--- src/rtl/patrol_sequencer.sv ---
// patrol_sequencer: single-clock patrol phase controller.
// Runs the phases sense -> decide -> act (turn / move / clean) -> map -> gap
// as one-cycle enables on the main clock, and counts moves since the last start.
// It detects a stuck robot (too many turns in a row without a move) and accepts
// start/halt requests from a supervisor.
// Optional macro PATROL_STEP_LIMIT_EN: when defined, the patrol stops with
// done=1 once step_count reaches MAX_STEPS.
module patrol_sequencer #(
  parameter int PHASE_GAP     = 2,
  parameter int REMOVE_CYCLES = 3,
  parameter int MAX_TURNS     = 4,
  parameter int MAX_STEPS     = 100
) (
  input  logic        clock,
  input  logic        reset,
  input  logic        start,
  input  logic        halt_req,
  input  logic        avancar,
  input  logic        girar,
  input  logic        remover,
  output logic        sense_en,
  output logic        turn_en,
  output logic        move_en,
  output logic        clean_active,
  output logic        map_en,
  output logic        busy,
  output logic        stuck,
  output logic        done,
  output logic [3:0]  state,
  output logic [15:0] step_count
);

  localparam logic [3:0] S_IDLE   = 4'd0;
  localparam logic [3:0] S_SENSE  = 4'd1;
  localparam logic [3:0] S_DECIDE = 4'd2;
  localparam logic [3:0] S_TURN   = 4'd3;
  localparam logic [3:0] S_MOVE   = 4'd4;
  localparam logic [3:0] S_CLEAN  = 4'd5;
  localparam logic [3:0] S_MAP    = 4'd6;
  localparam logic [3:0] S_GAP    = 4'd7;
  localparam logic [3:0] S_STUCK  = 4'd8;

  localparam int TW = $clog2(MAX_TURNS + 1);
  localparam int CW = (REMOVE_CYCLES > 1) ? $clog2(REMOVE_CYCLES) : 1;
  localparam int GW = (PHASE_GAP > 1) ? $clog2(PHASE_GAP) : 1;

  localparam logic [TW-1:0] TURN_LIMIT = TW'(MAX_TURNS);
  localparam logic [CW-1:0] CLEAN_LOAD = CW'(REMOVE_CYCLES - 1);
  localparam logic [GW-1:0] GAP_LOAD   = GW'((PHASE_GAP > 0) ? PHASE_GAP - 1 : 0);

  logic [TW-1:0] turn_cnt;
  logic [CW-1:0] clean_cnt;
  logic [GW-1:0] gap_cnt;
  logic          halt_pend;
  logic          done_reg;

  // Main sequencer: state transitions plus every counter and flag they update.
  always_ff @(posedge clock or negedge reset) begin
    if (!reset) begin
      state      <= S_IDLE;
      step_count <= '0;
      turn_cnt   <= '0;
      clean_cnt  <= '0;
      gap_cnt    <= '0;
      halt_pend  <= 1'b0;
      done_reg   <= 1'b0;
    end else begin
      // A halt seen mid-cycle is remembered here and honoured at the next MAP.
      // Later assignments below override it when the halt is acted on at once.
      if (halt_req && busy && (state != S_GAP))
        halt_pend <= 1'b1;
      case (state)
        S_IDLE: begin
          if (start && !halt_req) begin
            state      <= S_SENSE;
            step_count <= '0;
            turn_cnt   <= '0;
            halt_pend  <= 1'b0;
            done_reg   <= 1'b0;
          end
        end
        S_SENSE: state <= S_DECIDE;
        S_DECIDE: begin
          if (remover) begin
            state     <= S_CLEAN;
            clean_cnt <= CLEAN_LOAD;
          end else if (girar) begin
            state <= S_TURN;
          end else if (avancar) begin
            state <= S_MOVE;
          end else begin
            state <= S_MAP;
          end
        end
        S_TURN: begin
          if (turn_cnt != TURN_LIMIT)
            turn_cnt <= turn_cnt + 1'b1;
          state <= S_MAP;
        end
        S_MOVE: begin
          if (step_count != 16'hFFFF)
            step_count <= step_count + 16'd1;
          turn_cnt <= '0;
          state    <= S_MAP;
        end
        S_CLEAN: begin
          if (clean_cnt == '0)
            state <= S_MAP;
          else
            clean_cnt <= clean_cnt - 1'b1;
        end
        S_MAP: begin
          if (turn_cnt == TURN_LIMIT) begin
            state <= S_STUCK;
`ifdef PATROL_STEP_LIMIT_EN
          end else if (step_count == 16'(MAX_STEPS)) begin
            state     <= S_IDLE;
            done_reg  <= 1'b1;
            halt_pend <= 1'b0;
`endif
          end else if (halt_pend) begin
            state     <= S_IDLE;
            halt_pend <= 1'b0;
          end else if (PHASE_GAP == 0) begin
            state <= S_SENSE;
          end else begin
            state   <= S_GAP;
            gap_cnt <= GAP_LOAD;
          end
        end
        S_GAP: begin
          if (halt_req) begin
            state     <= S_IDLE;
            halt_pend <= 1'b0;
          end else if (gap_cnt == '0) begin
            state <= S_SENSE;
          end else begin
            gap_cnt <= gap_cnt - 1'b1;
          end
        end
        S_STUCK: begin
          if (halt_req) begin
            state <= S_IDLE;
          end else if (start) begin
            state      <= S_SENSE;
            step_count <= '0;
            turn_cnt   <= '0;
            halt_pend  <= 1'b0;
            done_reg   <= 1'b0;
          end
        end
        default: state <= S_IDLE;
      endcase
    end
  end

  // Outputs are pure decodes of registered state, so no input reaches them combinationally.
  always_comb begin
    sense_en     = (state == S_SENSE);
    turn_en      = (state == S_TURN);
    move_en      = (state == S_MOVE);
    clean_active = (state == S_CLEAN);
    map_en       = (state == S_MAP);
    stuck        = (state == S_STUCK);
    busy         = (state != S_IDLE) && (state != S_STUCK);
`ifdef PATROL_STEP_LIMIT_EN
    done         = done_reg;
`else
    done         = 1'b0;
`endif
  end

endmodule

--- config.mk ---
export PLATFORM = sky130hd
export DESIGN_NAME = patrol_sequencer
export DESIGN_NICKNAME = d
export VERILOG_FILES = /design/src/rtl/patrol_sequencer.sv
export SDC_FILE = /design/constraint.sdc
export NUM_CORES = 1
export LEC_CHECK = 0
export ABC_AREA = 1
export CORE_MARGIN = 2
export CORE_UTILIZATION = 47
export CTS_CLUSTER_SIZE = 14
export DETAILED_ROUTE_END_ITERATION = 10
export GPL_TIMING_DRIVEN = 0
export PLACE_DENSITY = 0.72
export SKIP_CTS_REPAIR_TIMING = 1
export SLEW_MARGIN = 20
export SYNTH_ARGS = -nofsm -noshare
export SYNTH_HDL_FRONTEND = slang
export SYNTH_SLANG_ARGS = --single-unit
--- constraint.sdc ---
create_clock -name clock -period 1.5 [get_ports clock]
set_input_delay 0.15 -clock clock [delete_from_list [all_inputs] [get_ports clock]]
set_output_delay 0.15 -clock clock [all_outputs]
set_load 0.02 [all_outputs]
* Word level (Yosys, flattened, before mapping)
Index checks and enable logic that the tools add are counted.
** Storage, ports and cells
- Register bits :: 27
- Input bits :: 7
- Output and inout port bits :: 28
- Logic and storage cells :: 92
** Operators by class
- Add/sub/neg operators :: 4
- Equality and inequality tests :: 26
- Mux-type cells :: 38
- Reduce and logical (&&, ||, !) cells :: 18
** Operators by type and width (count)
- $mux W16 :: 4
- $pmux W16 S3 :: 1
- $pmux W4 S8 :: 1
- $mux W4 :: 7
- $mux W3 :: 7
- $add A16 B1 Y16 const B :: 1
- $eq A4 B3 Y1 const B :: 4
- $ne A16 B16 Y1 const B :: 1
- $ne A2 B2 Y1 const B :: 8
- $pmux W3 S4 :: 1
- $mux W1 :: 11
- $reduce_and A5 Y1 :: 2
- $ne A3 B3 Y1 const B :: 3
- $eq A4 B2 Y1 const B :: 2
- $reduce_and A4 Y1 :: 2
- $reduce_bool A4 Y1 :: 2
- $mux W2 :: 3
- $ne A2 B1 Y1 const B :: 3
- $eq A4 B1 Y1 const B :: 1
- $eq A4 B4 Y1 const B :: 1
- $logic_and A1 B1 Y1 :: 4
- $logic_not A4 Y1 :: 1
- $ne A4 B3 Y1 const B :: 1
- $ne A4 B4 Y1 const B :: 1
- 13 further kinds :: 14

* Logic depth before layout (Yosys ltp)
Gate-level depths: netlist of run 1.
- Depth after elaboration :: 8
- Gate-level depth with buffers :: 10
- Depth with buffers taken out :: 9

* Worst setup path after synthesis of run 1
Ideal clock, no wire load.
- Kind :: register -> register
- From :: reg state[2]
- To :: reg clean_cnt[0]
- Library setup time :: 0.127 ns
- Arrival :: 1.693 ns
- Data required time :: 1.373 ns
- Slack :: -0.320 ns
- Stages on the path, launching flop included :: 8
- Path buffers :: 0
- Period minus slack after synthesis :: 1.820 ns
- Cell sequence :: dfrtp_1 nand2_2 nor3_1 nand2_1 nand2_1 o21ai_0 nand2_1 o21ai_0
** On the way
- Cells in the longest elaborated chain, start to end :: 3
- Elaborated cells between the ends (all ways) :: 7
- Those cells by class :: eq/ne (4); mux (1); reduce/logical (2)
** RTL lines
- from (decl) :: RTL line 29 : output logic [3:0] state,
- from (signal assigned) :: RTL line 60 : state <= S_IDLE;
- from (signal assigned) :: RTL line 75 : state <= S_SENSE;
- from (signal assigned) :: RTL line 82 : S_SENSE: state <= S_DECIDE;
- $eq A4 B3 Y1 (*)
- via clean_active :: RTL line 24 : output logic clean_active,
- $ne A2 B2 Y1 (no line) or $reduce_bool A2 Y1 (tied branches)
- $reduce_and A3 Y1 (no line)
- to (signal assigned) :: RTL line 110 : clean_cnt <= clean_cnt - 1'b1;
- to (decl) :: RTL line 52 : logic [CW-1:0] clean_cnt;
Mark *: on every way through the listed nets, which the timed path passes. The rest lies on a longest branch.
A chain may end at the register's enable or synchronous reset.

* Worst setup path in the final report of run 1
- From :: reg step_count[1]
- To :: reg step_count[0]
** On the way
- Cells in the longest elaborated chain, start to end :: 3
** RTL lines
- from (decl) :: RTL line 30 : output logic [15:0] step_count
- from (signal assigned) :: RTL line 102 : step_count <= step_count + 16'd1;
- $ne A16 B16 Y1 :: RTL line 101 : if (step_count != 16'hFFFF)
- $ne A2 B1 Y1 (no line)
- $reduce_and A5 Y1 (no line)
Every way passes these cells.

==> flow_summary.json, run 1 <==
{
  "max_clock_freq_ghz": 0.629,
  "synth.distinct_cells": 25,
  "ys_warn_count": 0,
  "maximum_number_of_pins_on_one_net_before_global_route_repair": 28,
  "antenna_violating_nets_post_route": 0,
  "clock_insertion_delay_worst_skew_ns": 0.28,
  "cp-start-kind": "flop",
  "p_leak_nw": 1.58,
  "violated_checks": "negative setup slack",
  "route.detailed.wl_per_inst_um": 13.0,
  "setup_viol": 17,
  "initial_util": 0.497,
  "ir_worst_vdd_mv": 1.29,
  "globalplace.congestion": 0.886,
  "grt_first_pass_wirelength_um": 7410,
  "mappedNetlistNets": 270,
  "cts.htree.levels": 1,
  "post_route_cells_drive_above_1_share": 0.297,
  "cts_max_path_buffers": 2,
  "maxSlewHeadroom": 0.577,
  "detailed_place_hpwl_um": 3230,
  "detailroute.via_count": 1883,
  "layout.nets": 325,
  "r2r_setup_slack_ns": -0.09,
  "synth_top_area_share": 0.366,
  "finalCriticalPeriod_ns": 1.59,
  "yosysMostFrequentCell": "nand2_1",
  "stdcell_count": 361,
  "cts-root-buf": "clkbuf_8",
  "outcome": "complete, but fails checks",
  "fp.coreArea_um2": 3720,
  "drt-initial-drc-count": 111,
  "whs_ns": 0.417,
  "post_synth_inst_count": 259,
  "die_width_um": 66.7,
  "synth_top_flop_cell": "dfrtp_1",
  "reg2reg_depth": 10,
  "worstHoldPathType": "in2async",
  "synth-seq-cells": 27,
  "required_ns": 1.71,
  "grt_use_total": 0.215,
  "regArea_um2": 687,
  "placement.io_buffers": 33,
  "finalCoreUtilization": 0.714,
  "worstSetupStartpoint": "step_count[1]$_DFFE_PN0P_",
  "initial_antenna_violation_count": 0,
  "place.detailed.instances": 340,
  "remaining_drc_errors": 0,
  "totalWireLength_um": 4690,
  "synth_edf_count": 0,
  "timing.rr.end": "step_count[0]$_DFFE_PN0P_",
  "final_cell_area_excluding_filler_cells_um2": 2650,
  "worst_pin_slew_ns": 0.634,
  "hold_violations": 0,
  "grt_remaining_overflow": 0,
  "sequential_cell_area_fraction_in_the_yosys_report": 0.366,
  "post-layout-total-power_mw": 4.13,
  "cts_made_buffers": 3,
  "clock_sink_count": 27,
  "rows": 22,
  "n_fill_cell": 307,
  "via_per_inst": 5.22,
  "placedInstanceArea_um2": 2290,
  "rsz_0062_raised_after_global_routing": "true",
  "drt_first_pass_iters": 4,
  "die_h_um": 66.7,
  "cts_tree": "built",
  "postLayoutSetupSlackWorst_ns": -0.0896,
  "regToRegStartpoint": "step_count[1]$_DFFE_PN0P_",
  "slew_viol_final": 0,
  "fin_skew_ns": 0.00290,
  "pre_cts_ws_ns": -0.434,
  "setup.worst_path.class": "reg2reg",
  "die_area_um2": 4450,
  "antennaDiodeCount": 0,
  "sort_of_element_at_the_end_of_the_critical_path": "flop",
  "synth.cells.most_frequent": "nand2_1, inv_1, dfrtp_1, nor2_1, nand3_1",
  "max_cap_viol_count": 0,
  "syn_area_per_cell_um2": 7.13,
  "power_density_nw_per_um2": 1560,
  "clkSlewWorstSetupHoldPaths_ns": 0.10,
  "ys_async_rst_share": 1.00,
  "largest_fanout_on_the_critical_path": 6,
  "synthesis.area_um2": 1850,
  "setup_tns_ns": -1.18,
  "num_io_pins": 35,
  "endpoint": "step_count[0]$_DFFE_PN0P_",
  "syn_to_final_growth_pct": 43.7,
  "first_global_vias": 1684,
  "critPathArrivalTime_ns": 1.80,
  "synth_area_leader_cell": "dfrtp_1",
  "multi_input_area_um2": 1160,
  "layout_worst_path_cycle_share": 1.06,
  "synthTopCellsByArea": "dfrtp_1, nand2_1, nand3_1"
}
[routing by layer]
metal	GRT usage	vias up	part of all wire
met5	0	-	0
met4	0.0612	0	0.014
met3	0.0203	6	0.044
met2	0.380	50	0.50
met1	0.278	891	0.45
li1	-	936	-
[report_power, final]
part	leakage (nW)	internal [mW]	total, mW	switching, mW
combinational	1.21	1.10	2.58	1.48
sequential	0.348	0.895	1.11	0.210
clock	0.0228	0.191	0.441	0.250
total	1.58	2.19	4.13	1.94
[area by class of cell]
cell class              count  share of cell area
clock buffers               4              0.0170
flip-flops and latches     27               0.259
repair buffers             50               0.193
inverters                  33              0.0495
plain buffers               4              0.0217
multi-input cells         195               0.437
well taps                  48              0.0226
[worst min path at each step]
| stage | end | slack [ns] | depth (start not counted) | startpoint |
|---|---|---|---|---|
| finish | step_count[11]$_DFFE_PN0P_ | 0.42 | 2 | reset |
| global route | step_count[14]$_DFFE_PN0P_ | 0.48 | 2 | reset |
| CTS | step_count[9]$_DFFE_PN0P_ | -0.1 | 1 | reset |
| detailed placement | step_count[2]$_DFFE_PN0P_ | 0.21 | 1 | reset |
| global placement | gap_cnt$_DFFE_PN0P_ | 0.48 | 2 | gap_cnt$_DFFE_PN0P_ |
| floorplan | clean_cnt[0]$_DFFE_PN0P_ | -0.15 | 0 | reset |
[state kept, by name, summed over array words and instances, names as in the netlist]
| register | cells |
|---|---|
| state | 4 |
| halt_pend | 1 |
| step_count | 16 |
| clean_cnt | 2 |
| turn_cnt | 3 |
| gap_cnt | 1 |
[worst max-delay path, cell delays in order, from the launching register on]
cell and delay (ns):
dfrtp_2 0.42, ha_4 0.16, nand2_4 0.07, nor2_4 0.18, nand2_4 0.08, nor2_4 0.09
nand3_2 0.09, nand2_4 0.15, buf_8 0.16, nand2_2 0.06, o21ai_2 0.05
[placed cells by master (no fill, tap or decap), types with 2 or more instances in the layout]
master,Yosys,routed
o21ai_2,10,10
a21oi_1,3,2
buf_6,2,2
dfrtp_1,27,18
inv_1,28,27
dlymetal6s2s_1,0,21
nand4_1,6,6
nand2_2,6,6
o21ai_1,0,3
nor2_2,2,2
nand3_1,23,21
clkdlybuf4s50_1,0,5
buf_8,0,2
dfrtp_2,0,9
clkbuf_2,0,2
nor2_1,26,23
or2_2,3,3
xnor2_1,3,3
xor2_1,2,2
nand2_4,1,11
buf_4,1,18
inv_4,0,3
nand3_2,2,3
o21ai_0,16,13
nand2_1,75,65
nor2_4,4,7
clkbuf_8,0,3
ha_1,4,3
inv_2,5,3
nor3_1,7,5
[cell families (layout without fill, tap and decap cells)]
family / after synthesis / after routing / synth area share
compound gates: 29 / 29 / 0.0989
other cells: 1 / 1 / 0.00203
xor+xnor: 5 / 5 / 0.0237
fa+ha+maj: 4 / 4 / 0.0271
simple gates: 156 / 156 / 0.396
flops: 27 / 27 / 0.366
buf+inv: 37 / 91 / 0.0860
Power figures use the tool's default switching activity.
==> run 2: changes to the inputs <==
- CAP_MARGIN: not set -> 20
- SLEW_MARGIN: 20 -> 10
==> results of run 2 <==
Final layout, timing and power as in run 1 (identical DEF).
==> variant, RTL diff (flow settings as in run 2) <==
The option `PATROL_STEP_LIMIT_EN` is turned on by a define.
--- a/src/rtl/patrol_sequencer.sv
+++ b/src/rtl/patrol_sequencer.sv
@@ -5,6 +5,8 @@
 // start/halt requests from a supervisor.
 // Optional macro PATROL_STEP_LIMIT_EN: when defined, the patrol stops with
 // done=1 once step_count reaches MAX_STEPS.
+`define PATROL_STEP_LIMIT_EN
+
 module patrol_sequencer #(
   parameter int PHASE_GAP     = 2,
   parameter int REMOVE_CYCLES = 3,
Function: no difference found for any inputs over 10 cycles, from zero or initial values and one cycle with reset low; that may be too few to reach the edited logic, so the function may still have changed.
==> variant against run 2 <==
- the run still ends with setup timing left
- sequential share of layout area decreased by 0.21 points
- cell count increased by 12%
- sequential cell count increased by 1
- design area increased by 5.0%
- worst setup slack got worse by 0.019 ns
- synthesized area increased by 6.3%
- maximum frequency decreased by 1.2%
- via count increased by 7.6%
- wire length increased by 4.5%
- clock skew increased by 0.0041 ns
- die area increased by 5.9%
- sequential power decreased by 6%
- power decreased by 4.1%
- clock power increased by 7.5%
- largest power group unchanged
==> variant: results (changes against run 2) <==
Run status
  • Failing checks: setup timing
  • Outcome: complete, but fails checks

Cells and area
  • Share of layout cells above drive strength 1: 26.9% (-2.8 points)
  • Multi-input logic area: 0.00123 mm2 (+6.5%)
  • Final clock-cell share: 1.97% (+0.28 points)
  • #MultiIn Comb: 226 (+16%)
  • Filler Cells Inserted: 330 (+7.5%)
  • Fraction of area in registers: 25.7% (-0.21 points)
  • Reg area: 716 um2 (+4.2%)
  • Non-clk buf share: 19.9% (-1.6 points)
  • Non-clk invs: 41 (+24%)

Place
  • Cell Count Post-Placement: 383 (+13%)
  • GP Congestion: 0.910 (+2.7%)
  • DPL Wire Length: 3.39 mm (+4.9%)
  • Pre-CTS setup slack: -0.409 ns (+0.0245 ns)
  • Port bufs: 34 (+3.0%)
  • Placed cell areas: 0.00240 mm2 (+4.7%)

Logic synthesis
  • Sequential element share of the synthesized area: 35.7% (-0.89 points)
  • Compound-Gate Fraction of Synth Area: 9.31% (-0.59 points)
  • Main area contributors after synthesis: dfrtp_1 36%, nand2_1 20%, inv_1 7.3%, nor2_1 7.3%, nand3_1 7.1%
  • Post-synthesis adder-cell area fraction: 3.19% (+0.48 points)
  • Post-Synth XOR/XNOR Area: 1.78% (-0.59 points)
  • Post-synth cell types: 27 (+8.0%)
  • Post-synth top cells: 102 x nand2_1, 38 x inv_1, 38 x nor2_1

GRT
  • GR Util All Layers: 21.7% (+0.23 points)
  • Met2 global-route usage: 36.3% (-1.7 points)
  • Met3 Track Usage GR: 2.11% (+0.083 points)
  • Largest net degree at the start of global routing: 29 (+3.6%)
  • Vias in the first global route: 1781 (+5.8%)
  • GR Layer Usage met1: 29.9% (+2.2 points)
  • First-pass GRT wire length: 7.82 mm (+5.6%)

Timing
  • Worst slew margin: 57.5% (-0.19 points)
  • Number of setup violations in the final report: 19 (+2)
  • TNS Setup: -1.61 ns (-0.425 ns)
  • Final setup skew: 0.00700 ns (+0.00409 ns)
  • Final setup margin: -0.108 ns (-0.0185 ns)

Setup path
  • CP top delay family: flip-flops
  • Slowest stage delay, CP: 0.44 ns (+0.02 ns)

Power and ir drop
  • Leak pwr: 0.00163 uW (+3.1%)
  • Peak supply drop: 0.00117 V (-9.4%)
  • P_comb: 2450 uW (-5%)
  • Seq pwr share: 26.2% (-0.6 points)
  • P_seq: 1040 uW (-6%)

Routing
  • Vias per cell: 5.03 (-3.6%)
  • Initial DRC count: 135 (+22%)
  • DR WL/cell: 12.2 um (-6.4%)

CTS
  • Sink Count: 28 (+3.7%)

Floorplanning
  • Die X-Extent: 68.6 um (+2.9%)
variant: cell types whose count changed in the layout (fill, tap and decap cells not counted), sizes merged, moves of 4 or more:
cell	before	now
a21oi	3	7
nor2	33	42
o21ai	26	18
inv	33	41
nand2	82	106
variant: per-layer routing:
| layer | routed length (um) | share of wire, % |
|---|---|---|
| met1 | 2090 | 43 |
| met2 | 2410 | 49 |
| met3 | 303 | 6.2 |
| met4 | 101 | 2.1 |
| met5 | 0 | 0 |
variant: final timing paths:
check / from / to / slack [ns] / depth (start not counted)
worst max-delay path: step_count[0] / step_count[9] / -0.11 / 8
worst min-delay path: reset / step_count[0] / 0.42 / 2
worst max register to register: step_count[0] / step_count[9] / -0.11 / 8
worst min register to register: done / done / 0.48 / 2
max in group asynchronous: reset / step_count[11] / 0.62 / 2
min in group clock: start / state[3] / 0.45 / 2
